==> src/rtl/sw_sort3_gen_pkg.sv <==
// Shared definitions for the three-value sorter: location indices, the
// one-hot location encoding and a one-hot test helper.
package sw_sort3_pkg;

  localparam int NLOC    = 7;
  localparam int SORT3_W = 3;

  localparam int LOC_IDLE = 0;
  localparam int LOC_XY   = 1;
  localparam int LOC_YZ   = 2;
  localparam int LOC_XY2  = 3;
  localparam int LOC_CHK  = 4;
  localparam int LOC_DONE = 5;
  localparam int LOC_ERR  = 6;

  typedef enum logic [NLOC-1:0] {
    L_IDLE = NLOC'(1 << LOC_IDLE),
    L_XY   = NLOC'(1 << LOC_XY),
    L_YZ   = NLOC'(1 << LOC_YZ),
    L_XY2  = NLOC'(1 << LOC_XY2),
    L_CHK  = NLOC'(1 << LOC_CHK),
    L_DONE = NLOC'(1 << LOC_DONE),
    L_ERR  = NLOC'(1 << LOC_ERR)
  } loc_e;

  // True when exactly one bit of the location vector is set
  function automatic logic isOneHot(input logic [NLOC-1:0] v);
    return (v != '0) && ((v & (v - NLOC'(1))) == '0);
  endfunction

endpackage

==> src/rtl/sw_sort3_gen_if.sv <==
// Request/result bundle for the three-value sorter. The master drives the
// unordered operands and start; the slave (the sorter) returns the ordered
// triple and its status flags.
interface sw_sort3_gen_if #(parameter int W = 3);

  logic         start;
  logic [W-1:0] a_in;
  logic [W-1:0] b_in;
  logic [W-1:0] c_in;
  logic [W-1:0] x_out;
  logic [W-1:0] y_out;
  logic [W-1:0] z_out;
  logic         busy;
  logic         done;
  logic         err;

  modport master (
    output start, a_in, b_in, c_in,
    input  x_out, y_out, z_out, busy, done, err
  );

  modport slave (
    input  start, a_in, b_in, c_in,
    output x_out, y_out, z_out, busy, done, err
  );

endinterface

==> src/rtl/sw_sort3_gen_cswap.sv <==
// Combinational compare-and-swap: with en set, the pair is reordered so that
// lo <= hi; equal operands are never exchanged, keeping ties stable. With en
// clear both operands pass straight through.
module sw_cswap
  import sw_sort3_pkg::*;
#(
  parameter int W = SORT3_W
) (
  input  logic [W-1:0] p,
  input  logic [W-1:0] q,
  input  logic         en,
  output logic [W-1:0] lo,
  output logic [W-1:0] hi
);

  logic doSwap;

  // Strict greater-than so that equal values keep their positions
  always_comb begin
    doSwap = en && (p > q);
    lo     = doSwap ? q : p;
    hi     = doSwap ? p : q;
  end

endmodule

==> src/rtl/sw_sort3_gen.sv <==
// Three-value sorter driven by a one-hot program-location machine. Each
// location performs one compare-and-swap through a single shared cswap
// unit, then a check location confirms the ordering before signalling done.
// Reaching L_ERR would mean the network failed to order the triple; the
// no-error property states that this can never happen.
// Optional build macro: SW_SORT3_ONEHOT_GUARD_EN adds a registered one-hot
// health flag that freezes all state if the location vector is corrupted.
module sw_sort3_gen
  import sw_sort3_pkg::*;
#(
  parameter int W = SORT3_W
) (
  input  logic clk,
  input  logic rst,
  sw_sort3_gen_if.slave bus
);

  loc_e         loc_q;
  logic [W-1:0] x_q;
  logic [W-1:0] y_q;
  logic [W-1:0] z_q;

  logic [W-1:0] csP;
  logic [W-1:0] csQ;
  logic         csEn;
  logic [W-1:0] csLo;
  logic [W-1:0] csHi;
  logic         ordered;
  logic         stepEn;

  // Route the operand pair for the current location into the shared swapper
  always_comb begin
    csP  = x_q;
    csQ  = y_q;
    csEn = 1'b0;
    if (loc_q[LOC_XY] || loc_q[LOC_XY2]) begin
      csEn = 1'b1;
    end else if (loc_q[LOC_YZ]) begin
      csP  = y_q;
      csQ  = z_q;
      csEn = 1'b1;
    end
  end

  sw_cswap #(.W(W)) u_cswap (
    .p  (csP),
    .q  (csQ),
    .en (csEn),
    .lo (csLo),
    .hi (csHi)
  );

  assign ordered = (x_q <= y_q) && (y_q <= z_q);

`ifdef SW_SORT3_ONEHOT_GUARD_EN
  logic onehot_ok_q;

  // Track whether the location vector held exactly one set bit last cycle
  always_ff @(posedge clk) begin
    if (rst) begin
      onehot_ok_q <= 1'b1;
    end else begin
      onehot_ok_q <= isOneHot(loc_q);
    end
  end

  assign stepEn = onehot_ok_q;
`else
  assign stepEn = 1'b1;
`endif

  // Program-location machine: load, three compare-and-swaps, check, done
  always_ff @(posedge clk) begin
    if (rst) begin
      loc_q <= L_IDLE;
      x_q   <= '0;
      y_q   <= '0;
      z_q   <= '0;
    end else if (stepEn) begin
      case (loc_q)
        L_IDLE: begin
          if (bus.start) begin
            x_q   <= bus.a_in;
            y_q   <= bus.b_in;
            z_q   <= bus.c_in;
            loc_q <= L_XY;
          end
        end
        L_XY: begin
          x_q   <= csLo;
          y_q   <= csHi;
          loc_q <= L_YZ;
        end
        L_YZ: begin
          y_q   <= csLo;
          z_q   <= csHi;
          loc_q <= L_XY2;
        end
        L_XY2: begin
          x_q   <= csLo;
          y_q   <= csHi;
          loc_q <= L_CHK;
        end
        L_CHK: begin
          loc_q <= ordered ? L_DONE : L_ERR;
        end
        L_DONE: begin
          loc_q <= L_IDLE;
        end
        L_ERR: begin
          loc_q <= L_ERR;
        end
        default: begin
          loc_q <= L_ERR;
        end
      endcase
    end
  end

  assign bus.x_out = x_q;
  assign bus.y_out = y_q;
  assign bus.z_out = z_q;
  assign bus.busy  = loc_q[LOC_XY] | loc_q[LOC_YZ] | loc_q[LOC_XY2] |
                     loc_q[LOC_CHK] | loc_q[LOC_DONE];
  assign bus.done  = loc_q[LOC_DONE];
  assign bus.err   = loc_q[LOC_ERR];

  // Safety property: the error location is never reached
  propNoErr: assert property (@(posedge clk) disable iff (rst) !bus.err);

`ifdef SW_SORT3_ONEHOT_GUARD_EN
  // The location vector always stays one-hot
  propOnehot: assert property (@(posedge clk) disable iff (rst) onehot_ok_q);
`endif

endmodule

==> src/flat_wrapper.sv <==
// flat-port wrapper written by rule: the top's interface ports become plain ports
module sw_sort3_gen_flat import sw_sort3_pkg::*;
#(
  parameter int W = SORT3_W
)
  (clk, rst, bus_start, bus_a_in, bus_b_in, bus_c_in, bus_x_out, bus_y_out, bus_z_out, bus_busy, bus_done, bus_err);
  sw_sort3_gen_if #(.W(W)) bus_i ();
  input  logic clk;
  input  logic rst;
  input wire logic [$bits(bus_i.start)-1:0] bus_start;
  input wire logic [$bits(bus_i.a_in)-1:0] bus_a_in;
  input wire logic [$bits(bus_i.b_in)-1:0] bus_b_in;
  input wire logic [$bits(bus_i.c_in)-1:0] bus_c_in;
  output wire logic [$bits(bus_i.x_out)-1:0] bus_x_out;
  output wire logic [$bits(bus_i.y_out)-1:0] bus_y_out;
  output wire logic [$bits(bus_i.z_out)-1:0] bus_z_out;
  output wire logic [$bits(bus_i.busy)-1:0] bus_busy;
  output wire logic [$bits(bus_i.done)-1:0] bus_done;
  output wire logic [$bits(bus_i.err)-1:0] bus_err;
  assign bus_i.start = bus_start;
  assign bus_i.a_in = bus_a_in;
  assign bus_i.b_in = bus_b_in;
  assign bus_i.c_in = bus_c_in;
  assign bus_x_out = bus_i.x_out;
  assign bus_y_out = bus_i.y_out;
  assign bus_z_out = bus_i.z_out;
  assign bus_busy = bus_i.busy;
  assign bus_done = bus_i.done;
  assign bus_err = bus_i.err;
  sw_sort3_gen #(.W(W)) u_core (.clk(clk), .rst(rst), .bus(bus_i));
endmodule
==> config.mk <==
export PLATFORM = sky130hd
export DESIGN_NAME = sw_sort3_gen_flat
export DESIGN_NICKNAME = d
export VERILOG_FILES = /design/src/rtl/sw_sort3_gen_pkg.sv /design/src/rtl/sw_sort3_gen_if.sv /design/src/rtl/sw_sort3_gen_cswap.sv /design/src/rtl/sw_sort3_gen.sv /design/src/flat_wrapper.sv
export SDC_FILE = /design/constraint.sdc
export NUM_CORES = 1
export LEC_CHECK = 0
export CAP_MARGIN = 25
export CORE_MARGIN = 5
export CORE_UTILIZATION = 25
export DETAILED_ROUTE_END_ITERATION = 7
export PLACE_DENSITY = 0.48
export SLEW_MARGIN = 20
export SYNTH_ARGS = -nofsm -noshare
export SYNTH_HDL_FRONTEND = slang
export SYNTH_HIERARCHICAL = 1
export SYNTH_SLANG_ARGS = --single-unit
==> constraint.sdc <==
create_clock -name clk -period 5.7 [get_ports clk]
set_clock_uncertainty 0.2 [all_clocks]
set_input_delay 0.855 -clock clk [delete_from_list [all_inputs] [get_ports clk]]
set_output_delay 0.855 -clock clk [all_outputs]
set_load 0.01 [all_outputs]
# After elaboration in Yosys (flattened, before gate mapping)

Index checks and enable logic that the tools add are counted.

Register bits: 16
Output and inout port bits: 12

Eq/ne operators: 7
Bitwise logic cells: 4
Reductions and logical operators: 10
Multiplexer cells: 17
$lt $le $gt $ge: 3

Operators by type and width:

| cell                                          | count |
|---|---|
| case mux 7 bit (6 select lines)               | 1 |
| two-way mux 3 bit                             | 9 |
| two-way mux 7 bit                             | 2 |
| case mux 3 bit (2 select lines)               | 2 |
| case mux 3 bit (3 select lines)               | 1 |
| == test 7 x 1 -> 1 bit, second input constant | 1 |
| == test 7 x 2 -> 1 bit, second input constant | 1 |
| == test 7 x 3 -> 1 bit, second input constant | 1 |
| == test 7 x 4 -> 1 bit, second input constant | 1 |
| == test 7 x 5 -> 1 bit, second input constant | 1 |
| == test 7 x 6 -> 1 bit, second input constant | 1 |
| less-or-equal comparator 3 bit                | 2 |
| AND reduction 2 bit                           | 3 |
| OR 1 bit                                      | 4 |
| nonzero test 2 bit                            | 2 |
| > comparator 3 bit                            | 1 |
| nonzero test 3 bit                            | 1 |
| logical AND 1 bit                             | 2 |
| two-way mux 1 bit                             | 2 |
| inequality test 2 bit, second input constant  | 1 |
| OR reduction 2 bit                            | 1 |
| logical OR 1 bit                              | 1 |

# Depth between registers and ports, before layout

Gate-level depths: netlist of run 1.

Depth in word-level cells: 6
Depth in mapped cells: 14
Gate-level depth less buffers: 12

# Cells and area by module

The synthesis of run 1 kept the hierarchy.

By module, submodules not included:

| module       | area each (sq um) | cells an instance | instances | seq. area each (sq um) |
|---|---|---|---|---|
| sw_sort3_gen | 1,024.7           | 121               | 1         | 320.3 |
| sw_cswap     | 150.1             | 16                | 1         | 0.0 |

# Least setup slack after synthesis of run 1

OpenSTA, ideal clock, no wires.

Path type: reg2reg
Start: register u_core.loc_q[3]
End: register u_core.y_q[1], in the netlist u_core/bus.y_out[1]
Period minus slack after synthesis: 3,451 ps
Path slack: 2,249 ps
Stages on the path, launching flop included: 13
Setup time: 140 ps
Arrival: 3,111 ps
Path buffers: 2
Path through: dfxtp_1 clkbuf_1 nor3b_1 buf_2 mux2_2 ha_1 and2b_1 o31ai_1 a311oi_2 mux2_2 a22o_1 a32oi_1 a221oi_1

Word-level cells in the longest chain between the ends: 6

Ends and longest elaborated chain:

| what                              | line                     | RTL |
|---|---|---|
| start, declared                   | sw_sort3_gen.sv:18       | `loc_e loc_q;` |
| start signal, assigned            | sw_sort3_gen.sv:105      | `loc_q <= ordered ? L_DONE : L_ERR;` |
| logical OR 1 bit *                | sw_sort3_gen.sv:36       | `if (loc_q[LOC_XY] \|\| loc_q[LOC_XY2]) begin` |
| two-way mux 3 bit *               | sw_sort3_gen.sv:36       |  |
| net u_core.csP[1]                 | sw_sort3_gen.sv:23       | `logic [W-1:0] csP;` |
| > comparator 3 bit                | sw_sort3_gen_cswap.sv:20 | `doSwap = en && (p > q);` |
| logical AND 1 bit                 | sw_sort3_gen_cswap.sv:20 |  |
| two-way mux 3 bit *               | sw_sort3_gen_cswap.sv:22 | `hi = doSwap ? p : q;` |
| net u_core.csHi[1]                | sw_sort3_gen.sv:27       | `logic [W-1:0] csHi;` |
| case mux 3 bit (3 select lines) * | sw_sort3_gen.sv:80       | `case (loc_q)` |
| end signal, assigned              | sw_sort3_gen.sv:84       | `y_q <= bus.b_in;` |
| end signal, assigned              | sw_sort3_gen.sv:91       | `y_q <= csHi;` |
| end signal, assigned              | sw_sort3_gen.sv:95       | `y_q <= csLo;` |
| end, declared                     | sw_sort3_gen.sv:20       | `logic [W-1:0] y_q;` |

Mark *: on every way through the listed nets, which the timed path passes. The rest lies on a longest branch.
A chain may end at the register's enable or synchronous reset.

# Worst setup path in the final report of run 1

Start: register u_core.loc_q[2]
End: register u_core.y_q[1], in the netlist u_core/bus.y_out[1]

Word-level cells in the longest chain between the ends: 6

Ends and longest elaborated chain:

| what                              | line                     | RTL |
|---|---|---|
| two-way mux 3 bit *               | sw_sort3_gen.sv:38       | `end else if (loc_q[LOC_YZ]) begin` |
| two-way mux 3 bit *               | sw_sort3_gen.sv:36       |  |
| net u_core.csP[1]                 | sw_sort3_gen.sv:23       |  |
| > comparator 3 bit                | sw_sort3_gen_cswap.sv:20 |  |
| logical AND 1 bit                 | sw_sort3_gen_cswap.sv:20 |  |
| two-way mux 3 bit *               | sw_sort3_gen_cswap.sv:22 |  |
| net u_core.csHi[1]                | sw_sort3_gen.sv:27       |  |
| case mux 3 bit (3 select lines) * | sw_sort3_gen.sv:80       |  |

Marked as above.

==> results of run 1 <==
## metal layers
layer | up-vias | GRT usage [%] | wire [um]
met1 | 516 | 14.9 | 1590
met2 | 39 | 17.7 | 1480
li1 | 550 | - | -
met4 | 0 | 2.62 | 34
met5 | - | 0 | 0
met3 | 4 | 3.90 | 198
## power by group
group          internal, uW  leakage (uW)  total, uW  switching, uW
sequential              120      0.000131        133           12.3
combinational          58.1      0.000452        117           59.1
clock                  61.4     0.0000288        106           44.3
total                   240      0.000611        356            116
## worst max-delay path, delay by kind of cell, from the launching register on
kind | cells | cell delay (ns)
mux | 2 | 0.85
flops | 1 | 0.48
compound gates | 5 | 1.06
fa+ha+maj | 1 | 0.31
simple gates | 2 | 0.70
## cell usage after synthesis
library cell,n
nor4_4,1
buf_2,4
o2111a_1,1
a221oi_1,4
nor3_1,2
mux2_2,8
nor2b_1,4
nand2_1,7
and3_1,2
and2b_1,1
inv_1,13
nand4_1,1
a22o_1,3
o31ai_1,1
and2_4,1
xor2_1,2
nor2_1,12
a311oi_2,1
a211oi_1,7
a41oi_1,1
ha_1,9
and2_1,1
o21a_1,1
o41ai_1,1
o21ai_0,12
a32oi_1,3
or2_2,1
dfxtp_1,16
nor3b_1,2
clkbuf_1,2
nand3b_1,1
mux2i_1,6
nand3_1,2
o211ai_2,1
o22ai_1,1
or3_1,2
## worst max path at each step
stage	from	endpoint	slack, ns	cells after the start
final	u_core/loc_q[2]$_SDFFE_PP0P_	u_core/bus.y_out[1]$_SDFFE_PP0P_	1.94	10
after floorplan	u_core/loc_q[3]$_SDFFE_PP0P_	u_core/bus.y_out[1]$_SDFFE_PP0P_	2.25	12
after CTS	u_core/loc_q[2]$_SDFFE_PP0P_	u_core/bus.y_out[1]$_SDFFE_PP0P_	1.62	10
after global placement	u_core/loc_q[2]$_SDFFE_PP0P_	u_core/bus.y_out[1]$_SDFFE_PP0P_	1.71	10
after detailed placement	u_core/loc_q[2]$_SDFFE_PP0P_	u_core/bus.y_out[1]$_SDFFE_PP0P_	1.63	10
after global routing	u_core/loc_q[2]$_SDFFE_PP0P_	u_core/bus.y_out[0]$_SDFFE_PP0P_	1.71	10
## sequential cells by signal (all words and copies together), names as in the netlist
name	flops
u_core/bus.x_out	3
u_core/bus.z_out	3
u_core/loc_q	7
u_core/bus.y_out	3
## cells by family after synthesis
logic type / Yosys count
buffers and inverters: 19
AND/OR/NAND/NOR: 40
adder cells (fa/ha/maj): 9
multiplexers: 14
AO/OA/AOI/OAI: 37
XOR/XNOR: 2
flip-flops: 16
## through the flow
step                      utilization, %  setup WS (ns)  power (uW)  instances
after CTS                           32.4           1.62         359        212
after detailed placement            31.2           1.63         253        208
after global routing                32.5           1.71         377        212
after global placement              31.2           1.71         252        208
final                               32.5           1.94         356        212
after floorplan                        -           2.25         207        137
## cell usage in the layout, fill, tap and decap left out, drive strengths merged, types with 2 or more instances in the layout
master | Yosys | final
dfxtp | 16 | 16
and3 | 2 | 2
inv | 13 | 13
a22o | 3 | 3
clkbuf | 2 | 4
a221oi | 4 | 4
xor2 | 2 | 2
and2 | 2 | 2
nor2b | 4 | 4
o21ai | 12 | 12
mux2 | 8 | 8
or3 | 2 | 2
nor3 | 2 | 2
a32oi | 3 | 3
ha | 9 | 9
a211oi | 7 | 7
nor2 | 12 | 12
nand2 | 7 | 7
nor3b | 2 | 2
nand3 | 2 | 2
clkdlybuf4s50 | 0 | 23
mux2i | 6 | 6
## cell type report
| cell class | count | area [sq um] | share of cell area (%) |
|---|---|---|---|
| Inverter | 13 | 48.8 | 3.24 |
| Multi-Input combinational cell | 102 | 783 | 52.0 |
| Timing Repair Buffer | 23 | 230 | 15.3 |
| Tap cell | 54 | 67.6 | 4.49 |
| Clock buffer | 4 | 55.1 | 3.66 |
| Sequential cell | 16 | 320 | 21.3 |
==> results.tsv, run 1 <==
metric	value	unit
via count	1109	
design area	0.00151	sq mm
max cap viols	0	
Setup TNS Final	0	ns
remaining global-route overflow	0	
worst hold path class	reg2reg	
Yosys warnings	6	
router iterations before antenna repair	4	
Hold Crit Depth	2	
largest family of logic cells by synthesized area	compound AO/OA/AOI/OAI gates	
Min Hold Slack	0.391	ns
Area contributors post-synth	dfxtp_1 27%, ha_1 9.6%, mux2_2 7.7%, mux2i_1 5.1%, o21ai_0 5.1%	
Fmax	266	MHz
Tmin final	3.76	ns
row count	25	
crit share post-route	66.0	%
CTS tree	built	
Leakage	0.000611	uW
RSZ-0062 raised after global routing	no	
Reg-to-Reg Start	u_core/loc_q[2]$_SDFFE_PP0P_	
critical register-to-register path endpoint	u_core/bus.y_out[1]$_SDFFE_PP0P_	
antenna fix cells	0	
largest net degree at the start of global routing	13	
critical path, cell by cell	nor3b_2 > mux2_2 > ha_1 > and2b_1 > o31ai_1 > a311oi_2 > mux2_2 > a22o_1 > a32oi_1 > a221oi_1	
antenna violations before repair	0	
Core ar.	0.00463	sq mm
Layout Nets	180	
Synth Area in XOR/XNOR	1.49	%
Net Count, Synth	158	
CTS root buf	clkbuf_8	
final setup fails	0	
Hold Path Origin	u_core/bus.y_out[2]$_SDFFE_PP0P_	
DR DRC count	0	
Mean Syn Cell Area	8.58	sq um
Filler Cells Inserted	481	
# port buffers	23	
Synth top area share	27.3	%
maximum root-to-sink buffer count	2	
Crit Path Category	reg2reg	
hold endpoint	u_core/bus.y_out[2]$_SDFFE_PP0P_	
die footprint	0.00617	sq mm
Startpoint Class	register	
Die Y-Extent	78.6	um
post_cts resized	0	
sequential share of the synthesized area	27.3	%
Final GP Congestion	0.874	
Mapped Cells	137	
hold_buf cts	0	
cell mode on critical path	mux2_2	
DP HPWL	2650	um
Post-Route WL	3310	um
H-tree depth reported by CTS	1	
data arrival time of the critical path	3.67	ns
dominant cell type by area after synthesis	dfxtp_1	
post-route ant nets	0	
clock sinks	16	
simple logic cell fraction of the synthesized area	18.7	%
Reg2Reg Setup Slack	1.94	ns
Clock transition at path regs	0.07	ns
status	finished clean	
GR Util All Layers	11.3	%
Yosys reg bits	16	
CTS Buf Count	3	
critical path's slowest cell	nor3b_2	
maximum VDD drop	77.9	uV
IO Count	24	
mux share of post-synthesis cell area	12.8	%
Rel. slew slack	53.5	%
Crit path required time	5.61	ns
DRT iter0 DRCs	78	
worst reg2reg path depth	10	
final hold viol count	0	
Adder-Cell Fraction of Synth Area	9.58	%
Worst Setup End Kind	register	
Area Growth Syn to Fin	28.1	%
Vias/cell	5.23	
global-route wire length before repair	5530	um
vias in the first global route	1114	
Slew Viols, Final	0	
Worst-Skew Late Latency	0.26	ns
Yosys cell types	36	
Post-Syn Area	0.00117	sq mm
fraction of layout cells with a size suffix above 1	11.4	%
DP Area	0.00145	sq mm
CP max stage delay	0.57	ns
Synth Area in Compound Gates	23.6	%
worst-path fanout max	12	
detail-routed net length per standard cell	15.6	um
Initial Util	25.4	%
P per Cell Area	236	mW/mm^2
DIE WIDTH	78.6	um
Setup Fix Bufs, Post-CTS	0	
Least-Margin Pin Slew	0.695	ns
Note: power is estimated with default switching activity, not from simulation.
==> inputs of run 2 (changes only) <==
==> constraint.sdc (replaced) <==
create_clock -name clk -period 3.8 [get_ports clk]
set_clock_uncertainty 0.2 [all_clocks]
set_input_delay 0.57 -clock clk [delete_from_list [all_inputs] [get_ports clk]]
set_output_delay 0.57 -clock clk [all_outputs]
set_load 0.01 [all_outputs]
==> run 2 against run 1 <==
Non-clock buffer count grew 3. Sequential power grew 49%. Via count grew 0.99%. Routed wire length grew 4.8%. Fmax grew 4.1%. Setup slack lost 1.8 ns. Global-route usage grew 0.45 points. Core utilization grew 0.19 points. Worst hold slack gained 0.0037 ns. Combinational power grew 54%. Die area is the same. First-iteration DRC count shrank 12%.
==> results.tsv, run 2 (synthesis results as in run 1) <==
metric	value	unit
status	finished clean	
worst hold path class	reg2reg	
final setup fails	0	
Core ar.	0.00463	sq mm
CTS tree	built	
clock sinks	16	
P per Cell Area	336	mW/mm^2
commonest non-fill, non-tap cells in the layout	23 x clkdlybuf4s50_1, 16 x dfxtp_1, 13 x inv_1, 12 x o21ai_0, 12 x nor2_1	
crit share post-route	95.1	%
DR DRC count	0	
Least-Margin Pin Slew	0.703	ns
Slew Viols, Final	0	
Rel. slew slack	53.0	%
vias in the first global route	1123	
commonest non-fill, non-tap cell in the layout	clkdlybuf4s50_1	
critical register-to-register path endpoint	u_core/bus.y_out[1]$_SDFFE_PP0P_	
DP HPWL	2740	um
Hold Path Origin	u_core/loc_q[5]$_SDFFE_PP0P_	
critical path, cell by cell	nor3b_2 > buf_4 > nand2_1 > o21ai_0 > inv_1 > ha_1 > and2b_1 > o31ai_1 > a311oi_2 > mux2_2 > a22o_1 > a32oi_1 > a221oi_1	
Setup TNS Final	0	ns
DRT iter0 DRCs	69	
Filler Cells Inserted	483	
fraction of layout cells with a size suffix above 1	12.5	%
Largest register FFs	7	
Area Growth Syn to Fin	28.9	%
post-route ant nets	0	
Hold Crit Depth	2	
# port buffers	23	
overall power	509	uW
Vias/cell	5.23	
Biggest register	u_core/loc_q	
via count	1120	
CTS Buf Count	3	
worst-path fanout max	10	
maximum VDD drop	126	uV
crit-path leading delay family	compound AO/OA/AOI/OAI gates	
Core Util, Final	32.7	%
RSZ-0062 raised after global routing	no	
Leakage	0.000621	uW
Min Hold Slack	0.394	ns
die footprint	0.00617	sq mm
IO Count	24	
Reg-to-Reg Start	u_core/loc_q[2]$_SDFFE_PP0P_	
Final GP Congestion	0.858	
H-tree depth reported by CTS	1	
Post-Route WL	3470	um
Setup Fix Bufs, Post-CTS	0	
Reg2Reg Setup Slack	0.19	ns
row count	25	
max cap viols	0	
worst reg2reg path depth	13	
Tmin final	3.61	ns
final hold viol count	0	
Initial Util	25.4	%
CP max stage delay	0.48	ns
data arrival time of the critical path	3.52	ns
largest net degree at the start of global routing	13	
Startpoint Class	register	
global-route wire length before repair	5660	um
GR Util All Layers	11.8	%
Worst-Skew Late Latency	0.25	ns
Fmax	277	MHz
antenna violations before repair	0	
router iterations before antenna repair	4	
remaining global-route overflow	0	
Worst Setup End Kind	register	
CTS root buf	clkbuf_8	
DIE WIDTH	78.6	um
critical path's slowest cell	dfxtp_1	
antenna fix cells	0	
maximum root-to-sink buffer count	2	
Crit Path Category	reg2reg	
Crit path required time	3.70	ns
Layout Nets	183	
WP buf/inv	2	
hold endpoint	u_core/loc_q[0]$_SDFFE_PP1P_	
Die Y-Extent	78.6	um
Clock transition at path regs	0.07	ns
detail-routed net length per standard cell	16.2	um
run 2: changes by cell type in the layout (fill, tap and decap cells not counted):
cell      delta
buf_4        +3
clkbuf_8     -1
run 2: report_power, final:
group          internal, uW  switching, uW
clock network          70.4           60.4
registers               181           17.4
logic                  88.3           91.6
total                   339            169
run 2: timing repair:
| item | 4_1_cts | 5_1_grt |
|---|---|---|
| gates resized for setup | 0 | 1 |
| endpoints found under the setup margin | 0 | 3 |
| hold buffers | 0 | 0 |
run 2: worst min-delay path: stages (launching register included):
cell	delay, ns
dfxtp_1	0.35
inv_1	0.10
o41ai_1	0.09
run 2: through the flow:
step | instance area, sq um | std cells | setup WS [ns]
after CTS | 1510 | 214 | 0.0515
after global routing | 1510 | 214 | 0.0379
after global placement | 1470 | 211 | 0.258
final | 1510 | 214 | 0.188
after floorplan | 1170 | 137 | 0.349
after detailed placement | 1470 | 211 | 0.0780
run 2: area by class of cell:
cell class | count | area, sq um | area share (%)
Multi-Input combinational cell | 102 | 783 | 51.7
Inverter | 13 | 48.8 | 3.22
Timing Repair Buffer | 26 | 253 | 16.7
Clock buffer | 3 | 41.3 | 2.73
Tap cell | 54 | 67.6 | 4.46
Sequential cell | 16 | 320 | 21.2
run 2: worst max path at each step:
stage | to | startpoint | depth (start not counted) | slack [ns]
floorplan | u_core/bus.y_out[1]$_SDFFE_PP0P_ | u_core/loc_q[3]$_SDFFE_PP0P_ | 12 | 0.35
global placement | u_core/bus.y_out[0]$_SDFFE_PP0P_ | u_core/loc_q[2]$_SDFFE_PP0P_ | 13 | 0.26
detailed placement | u_core/bus.y_out[1]$_SDFFE_PP0P_ | u_core/loc_q[2]$_SDFFE_PP0P_ | 13 | 0.08
CTS | u_core/bus.y_out[1]$_SDFFE_PP0P_ | u_core/loc_q[2]$_SDFFE_PP0P_ | 13 | 0.05
global route | u_core/bus.y_out[1]$_SDFFE_PP0P_ | u_core/loc_q[2]$_SDFFE_PP0P_ | 13 | 0.04
finish | u_core/bus.y_out[1]$_SDFFE_PP0P_ | u_core/loc_q[2]$_SDFFE_PP0P_ | 13 | 0.19
run 2: layer usage:
| metal | routed length (um) | vias to the layer above | track usage (%) |
|---|---|---|---|
| met5 | 0 | - | 0 |
| met4 | 43 | 0 | 2.97 |
| met3 | 247 | 6 | 4.36 |
| met2 | 1560 | 42 | 17.6 |
| met1 | 1620 | 517 | 15.9 |
| li1 | - | 555 | - |
==> inputs of run 3 (changes only) <==
--- a/config.mk
+++ b/config.mk
@@ -6,6 +6,7 @@
 export NUM_CORES = 1
 export LEC_CHECK = 0
 export CAP_MARGIN = 25
+export CORE_ASPECT_RATIO = 1.25
 export CORE_MARGIN = 5
 export CORE_UTILIZATION = 25
 export DETAILED_ROUTE_END_ITERATION = 7
==> run 3 against run 2 <==
Total power grew 5.3%. Sequential share of layout area shrank 0.12 points. Cell count grew 2.8%. Critical path type unchanged. Die area grew 0.15%. Largest power group unchanged. Critical path depth grew 1. Worst hold slack gained 0.019 ns. Setup slack gained 0.098 ns. Clock-buffer cell count grew 1. Non-clock buffer count shrank 1.
==> results.tsv, run 3 (synthesis results as in run 1) <==
metric	value	unit
status	finished clean	
Core ar.	0.00466	sq mm
Final GP Congestion	0.909	
Initial Util	25.2	%
GR Util All Layers	11.9	%
Largest register FFs	7	
Vias/cell	4.96	
Worst Setup End Kind	register	
Setup Fix Bufs, Post-CTS	0	
design area	0.00152	sq mm
Layout Nets	182	
Area Growth Syn to Fin	29.6	%
antenna violations before repair	0	
DP Area	0.00146	sq mm
critical register-to-register path endpoint	u_core/bus.y_out[1]$_SDFFE_PP0P_	
antenna fix cells	0	
Startpoint Class	register	
worst hold path class	reg2reg	
hold_buf cts	0	
Slew Viols, Final	0	
largest net degree at the start of global routing	13	
DP HPWL	2670	um
CTS Buf Count	3	
post_cts resized	0	
global-route wire length before repair	5930	um
maximum root-to-sink buffer count	2	
maximum VDD drop	196	uV
DRT iter0 DRCs	48	
Reg-to-Reg Start	u_core/loc_q[2]$_SDFFE_PP0P_	
Hold Path Origin	u_core/loc_q[5]$_SDFFE_PP0P_	
worst reg2reg path depth	14	
CTS root buf	clkbuf_8	
P per Cell Area	352	mW/mm^2
data arrival time of the critical path	3.43	ns
Least-Margin Pin Slew	0.698	ns
Reg2Reg Setup Slack	0.29	ns
# port buffers	23	
Hold Crit Depth	2	
Storage cell area	320	sq um
router iterations before antenna repair	4	
RSZ-0062 raised after global routing	no	
H-tree depth reported by CTS	1	
post-route ant nets	0	
commonest non-fill, non-tap cells in the layout	23 x clkdlybuf4s50_1, 16 x dfxtp_1, 13 x inv_1, 12 x o21ai_0, 12 x nor2_1	
Post-Route WL	3440	um
DIE WIDTH	71.3	um
IO Count	24	
final setup fails	0	
die footprint	0.00618	sq mm
Setup TNS Final	0	ns
clock sinks	16	
final hold viol count	0	
DR DRC count	0	
crit path from	u_core/loc_q[2]$_SDFFE_PP0P_	
Crit path required time	3.71	ns
Crit Path Category	reg2reg	
fraction of layout cells with a size suffix above 1	11.9	%
Tmin final	3.51	ns
Leakage	0.000618	uW
Die Y-Extent	86.6	um
remaining global-route overflow	0	
via count	1091	
final setup margin	0.286	ns
row count	28	
Rel. slew slack	53.4	%
vias in the first global route	1203	
detail-routed net length per standard cell	15.6	um
Filler Cells Inserted	502	
pre-CTS setup slack	0.184	ns
Fmax	285	MHz
hold endpoint	u_core/loc_q[0]$_SDFFE_PP1P_	
commonest non-fill, non-tap cell in the layout	clkdlybuf4s50_1	
Worst-Skew Late Latency	0.26	ns
Biggest register	u_core/loc_q	
multi-input logic area	778	sq um
crit share post-route	92.5	%
Clock transition at path regs	0.07	ns
worst-path fanout max	10	
CTS tree	built	
max cap viols	0	
-- run 3: per-layer routing --
layer  GRT usage (%)  wire length (um)  vias to the layer above
met5               0                 0                        -
met3            3.02               154                       10
met1            14.4              1590                      500
met4            4.62                74                        0
met2            20.2              1610                       30
li1                -                 -                      551
-- run 3: where the power goes --
group / leakage (uW) / switching, uW / internal, uW
clock network: 0.0000288 / 65.4 / 92.1
registers: 0.000131 / 19.3 / 181
logic: 0.000459 / 90.0 / 88.3
total: 0.000618 / 175 / 361
-- run 3: worst max-delay path, stage by stage (launching register included) --
cell      delay (ns)
dfxtp_1         0.49
nor3b_1         0.36
buf_4           0.22
nand2_1         0.06
o21ai_0         0.15
inv_1           0.08
ha_1            0.31
and2b_1         0.16
o31ai_1         0.26
a311oi_2        0.06
buf_4           0.17
mux2_2          0.32
a22o_1          0.22
a32oi_1         0.19
a221oi_1        0.10
-- run 3: layout make-up --
cell class,count,share of cell area [%]
multi-input cells,102,51.1
flip-flops and latches,16,21.0
repair buffers,25,16.1
well taps,60,4.93
clock buffers,4,3.62
inverters,13,3.20
-- run 3: through the flow --
stage / cells / hold slack (ns) / total power (uW) / util, %
2_1_floorplan: 137 / 0.355 / 310 / -
3_3_place_gp: 215 / 0.375 / 377 / 31.3
3_5_place_dp: 215 / 0.391 / 380 / 31.3
4_1_cts: 219 / 0.411 / 538 / 32.5
5_1_grt: 220 / 0.443 / 570 / 32.7
6_report: 220 / 0.413 / 536 / 32.7
-- run 3: worst max-delay path by stage --
stage          cells past startpoint                               end  slack, ns
2_1_floorplan                     12  u_core/bus.y_out[1]$_SDFFE_PP0P_       0.35
3_3_place_gp                      13  u_core/bus.y_out[0]$_SDFFE_PP0P_       0.34
3_5_place_dp                      13  u_core/bus.y_out[1]$_SDFFE_PP0P_       0.18
4_1_cts                           13  u_core/bus.y_out[1]$_SDFFE_PP0P_       0.09
5_1_grt                           14  u_core/bus.y_out[1]$_SDFFE_PP0P_       0.02
6_report                          14  u_core/bus.y_out[1]$_SDFFE_PP0P_       0.29
